$ cat src/rtl/wb_write_queue.sv
// wb_write_queue: in-order write-back queue with youngest-match forwarding to ID read ports
module wb_write_queue #(
    parameter int DEPTH   = 4,
    parameter int DATA_W  = 16,
    parameter int ADDR_W  = 3,
    parameter bit DROP_R0 = 1'b1
) (
    input  logic                     clock,
    input  logic                     reset,
    input  logic                     in_valid,
    input  logic [ADDR_W-1:0]        in_rd,
    input  logic [DATA_W-1:0]        in_data,
    output logic                     in_ready,
    input  logic                     rf_ready,
    output logic                     RegWrite,
    output logic [ADDR_W-1:0]        writeReg,
    output logic [DATA_W-1:0]        writeDat,
    input  logic [ADDR_W-1:0]        rs,
    input  logic [ADDR_W-1:0]        rt,
    output logic                     fwd1_hit,
    output logic [DATA_W-1:0]        fwd1_data,
    output logic                     fwd2_hit,
    output logic [DATA_W-1:0]        fwd2_data,
    output logic [$clog2(DEPTH):0]   count,
    output logic                     full,
    output logic                     empty
);
    localparam int PW = $clog2(DEPTH);
    localparam int CW = PW + 1;

    logic [ADDR_W-1:0] rd_q  [DEPTH];
    logic [DATA_W-1:0] dat_q [DEPTH];
    logic [DEPTH-1:0]  vld;
    logic [PW-1:0]     head, tail;
    logic              push, pop, store;

    assign full     = count == CW'(DEPTH);
    assign empty    = count == '0;
    assign RegWrite = !empty;
    assign pop      = RegWrite & rf_ready;
    assign in_ready = !full | pop;
    assign push     = in_valid & in_ready;
    assign store    = push & !(DROP_R0 && in_rd == '0);
    assign writeReg = empty ? '0 : rd_q[head];
    assign writeDat = empty ? '0 : dat_q[head];

    // scan oldest to youngest so the entry nearest the tail overrides earlier matches
    function automatic logic [DATA_W:0] lookup(input logic [ADDR_W-1:0] a);
        logic [DATA_W:0] r;
        logic [PW-1:0]   idx;
        r = '0;
        for (int i = 0; i < DEPTH; i++) begin
            idx = head + PW'(i);
            if (vld[idx] && rd_q[idx] == a && !(DROP_R0 && a == '0))
                r = {1'b1, dat_q[idx]};
        end
        return r;
    endfunction

    // forward youngest pending value for each ID read address
    always_comb begin
        {fwd1_hit, fwd1_data} = lookup(rs);
        {fwd2_hit, fwd2_data} = lookup(rt);
    end

    // pointers, valid bits and occupancy; a store into the slot being freed keeps it valid
    always_ff @(posedge clock or posedge reset) begin
        if (reset) begin
            head  <= '0;
            tail  <= '0;
            count <= '0;
            vld   <= '0;
        end else begin
            if (pop) begin
                head      <= head + 1'b1;
                vld[head] <= 1'b0;
            end
            if (store) begin
                tail      <= tail + 1'b1;
                vld[tail] <= 1'b1;
            end
            count <= count + CW'(store) - CW'(pop);
        end
    end

    // entry payload storage; contents are qualified by vld so no reset is needed
    always_ff @(posedge clock) begin
        if (store) begin
            rd_q[tail]  <= in_rd;
            dat_q[tail] <= in_data;
        end
    end
endmodule
$ cat config.mk
export PLATFORM = sky130hd
export DESIGN_NAME = wb_write_queue
export DESIGN_NICKNAME = d
export VERILOG_FILES = /design/src/rtl/wb_write_queue.sv
export SDC_FILE = /design/constraint.sdc
export NUM_CORES = 1
export LEC_CHECK = 0
export CORE_MARGIN = 4
export CORE_UTILIZATION = 52
export CTS_BUF_LIST = sky130_fd_sc_hd__clkbuf_2
export CTS_CLUSTER_DIAMETER = 80
export CTS_CLUSTER_SIZE = 14
export DETAILED_ROUTE_END_ITERATION = 12
export PLACE_DENSITY = 0.8
export SKIP_LAST_GASP = 1
export SLEW_MARGIN = 40
export SYNTH_ARGS = -nofsm -noshare
export SYNTH_HDL_FRONTEND = slang
export SYNTH_SLANG_ARGS = --single-unit
$ cat constraint.sdc
create_clock -name clock -period 8.32 [get_ports clock]
set_input_delay 2.08 -clock clock [delete_from_list [all_inputs] [get_ports clock]]
set_output_delay 2.08 -clock clock [all_outputs]
set_load 0.005 [all_outputs]
==> results.tsv <==
stage	metric	value	unit
layout	layout_commonest_cell	clkdlybuf4s50_1	
synthesis	synth_edf_count	76	
route	avgViaCountPerCell	6.63	
synthesis	synth.avg_cell_area	12.9	µm²
sta	setup_viol	0	
layout	postLayoutCellArea	8020	µm²
clocking	insertion_delay	0.58	ns
worst_setup_path	rr_startpoint	count[1]	
grt	grt-ovfl-total	0	
worst_setup_path	cp_cell_sequence	clkdlybuf4s50_1 -> xnor2_1 -> or4_1 -> a21oi_1 -> nor3_2 -> buf_4 -> a221oi_1 -> clkdlybuf4s50_1	
worst_hold_path	hold_end	vld[0]	
clocking	cts_hold_buf	0	
placement	io_buffers	88	
worst_hold_path	hp-class	reg2reg	
sta	finalCriticalPeriod	7.28	ns
worst_hold_path	min_path_cells	1	
layout	nNetsFinal	644	
clocking	cts_root_buffer	clkbuf_2	
sta	tns	0	ns
route	drc	0	
placement	hpwl	12200	µm
floorplan	initial_core_util	53.0	%
status	status	finished clean	
synthesis	syn_nets	581	
clocking	cts_setup_buffers	0	
worst_setup_path	slowest_stage	clkdlybuf4s50_1	
sta	timing_max_transition_violations_final	0	
worst_setup_path	cp-end-kind	output pin	
layout	drive_gt1_share	26.6	%
synthesis	ys_seq_area_share	36.6	%
worst_setup_path	cp.arrival	5.20	ns
floorplan	dieArea	15400	µm²
route	num_vias	5214	
synthesis	synthDistinctLibCells	64	
sta	tightest_slew	0.923	ns
synthesis	ys.flop_type	edfxtp_1	
worst_setup_path	worstSetupPathType	in2out	
grt	grt_pass1_vias	5152	
worst_setup_path	start_kind	input pin	
worst_setup_path	cp.buffers_inverters	3	
synthesis	yosys_register_bits	87	
clocking	cts.path.max_buffers	2	
synthesis	synth_top_area_share	32.7	%
synthesis	synthesis.area	6990	µm²
synthesis	async_flop_share	12.6	%
sta	finalWorstSetupSlack	1.04	ns
sta	hold_violations	0	
synthesis	syn_inst	541	
route	drt_iter0_drc	527	
flow_run	cap_viol_max_count	0	
worst_setup_path	reg2reg_slack	5.74	ns
placement	placed_area	7880	µm²
route	detail-route-antenna-nets	0	
clocking	htreeDepth	3	
placement	preCtsSetupSlack	0.906	ns
worst_setup_path	crit_family	buffers and inverters	
floorplan	die_h	124	µm
sta	fmax	137	MHz
grt	grt_pass1_wl	27800	µm
synthesis	ys_warn_count	0	
pwr	p_total	3.50	mW
sta	rsz0062_at_grt	false	
route	drt-total-wl	17700	µm
pwr	vdd_ir_drop_max	0.213	mV
grt	track_usage	23.9	%
clocking	cts.sinks	87	
worst_setup_path	r2r-end	count[2]	
placement	gp_congestion	0.873	
worst_setup_path	worst_path_largest_cell_delay	0.80	ns
worst_setup_path	crit_top_cell	clkdlybuf4s50_1	
worst_hold_path	hold_start	vld[0]	
clocking	clk_pin_slew_worst_paths	0.24	ns
pwr	leakage	2.79	nW
synthesis	synth_area_leaders	edfxtp_1 33%, mux4_2 25%, dfrtp_1 3.9%	
layout	syn_to_final_growth	14.8	%
worst_setup_path	crit_path_max_fanout	9	
floorplan	boundaryPins	89	
floorplan	row_count	42	
route	route.detailed.wl_per_inst	22.5	µm
floorplan	core	13200	µm²
worst_setup_path	reg2regPathDepth	9	
grt	grt_start_max_net_pins	55	
clocking	cts_buffers	9	
clocking	cts_tree	yes	
grt	antenna_found_initial	0	
worst_setup_path	required	6.24	ns
route	firstDrtPassIters	7	
sta	min_period_over_period	87.5	%
floorplan	die_x	124	µm
sta	skew	0.0424	ns
pwr	p_per_area	436	nW/µm²
sta	max_slew_margin	38.5	%
clocking	ctsResizeCount	0	
synthesis	synth_top_area_cell	edfxtp_1	
layout	layout_common_cells	88 x clkdlybuf4s50_1, 77 x mux4_2, 76 x edfxtp_1, 39 x nor2_1, 36 x inv_1	
==> area by class of cell <==
type	count	area, µm²
clock inverter	7	63.8
sequential	87	2560
multi-input combinational	373	4030
tap	176	220
antenna	1	2.50
clock buffer	9	45.0
inverter	37	139
timing repair buffer	96	952
fill	977	5170
==> how the worst max path moves through the flow <==
stage | from | to | slack, ns | cells past startpoint
floorplan | rt[1] | fwd2_data[2] | 2.65 | 6
CTS | rt[2] | fwd2_data[1] | 0.88 | 8
global placement | rt[2] | fwd2_data[1] | 0.96 | 8
detailed placement | rt[2] | fwd2_data[1] | 0.91 | 8
finish | rt[1] | fwd2_data[2] | 1.04 | 8
global route | head[0] | fwd2_data[1] | 0.79 | 9
==> power breakdown <==
| part | internal (mW) | switching [mW] | total [mW] |
|---|---|---|---|
| clock network | 0.0664 | 0.147 | 0.214 |
| registers | 0.579 | 0.113 | 0.692 |
| logic | 1.33 | 1.26 | 2.59 |
==> per-layer routing <==
layer	wire (µm)	up-vias	share of wire, %	GRT usage, %
met5	0	-	0	0
met4	634	0	3.6	9.03
met3	1560	57	8.8	4.31
met2	8660	304	49	38.9
met1	6820	2594	39	32.3
li1	-	2259	-	-
==> Yosys cell counts (2+ instances only) <==
cell type / number
nor3_1: 2
buf_2: 14
a31oi_1: 3
nor3_2: 2
o221ai_1: 7
o22ai_1: 2
mux2_2: 4
and2_1: 6
a21oi_1: 21
inv_1: 36
dfrtp_1: 11
a21o_1: 6
o211ai_2: 10
mux2i_1: 20
xnor2_1: 10
and3_1: 12
o22ai_2: 2
o21ai_0: 11
nand3_1: 3
a21oi_2: 11
o21ai_1: 12
nand3b_1: 2
buf_4: 6
edfxtp_1: 76
a221oi_2: 9
mux4_2: 77
xor2_1: 8
buf_1: 5
nor2b_1: 13
o31ai_1: 7
nand2_1: 26
or2_1: 2
ha_1: 10
nor2_1: 39
xnor2_2: 4
a221oi_1: 7
buf_6: 10
clkbuf_1: 9
==> kinds of logic (layout without fill, tap and decap cells) <==
group,Yosys count,after routing,synth area share [%]
compound gates,120,120,14.9
xor+xnor,22,22,3.19
fa+ha+maj,11,11,2.08
buf+inv,81,149,6.00
flops,87,87,36.6
mux,102,102,28.7
other cells,0,1,0
simple gates,118,118,8.49
==> state kept, by name, summed over array words and instances (netlist names) <==
| register | flops |
|---|---|
| count | 3 |
| dat_q | 64 |
| head | 2 |
| rd_q | 12 |
| tail | 2 |
| vld | 4 |
==> through the flow <==
stage               hold WS (ns)  instances  utilization [%]
global route               0.620        785             60.8
detailed placement         0.532        768             59.7
finish                     0.582        786             60.8
floorplan                  0.495        541                -
global placement           0.518        768             59.7
CTS                        0.579        784             60.5
==> worst reg2reg max path, cell delays in order (launching register included) <==
cell and delay (ns):
dfrtp_1 0.51, nor3_2 0.07, buf_4 0.23, nor2b_1 0.54
ha_1 0.22, inv_1 0.04, ha_1 0.18, fa_1 0.38
xor2_1 0.16, xnor2_1 0.17
Power figures use the tool's default switching activity.
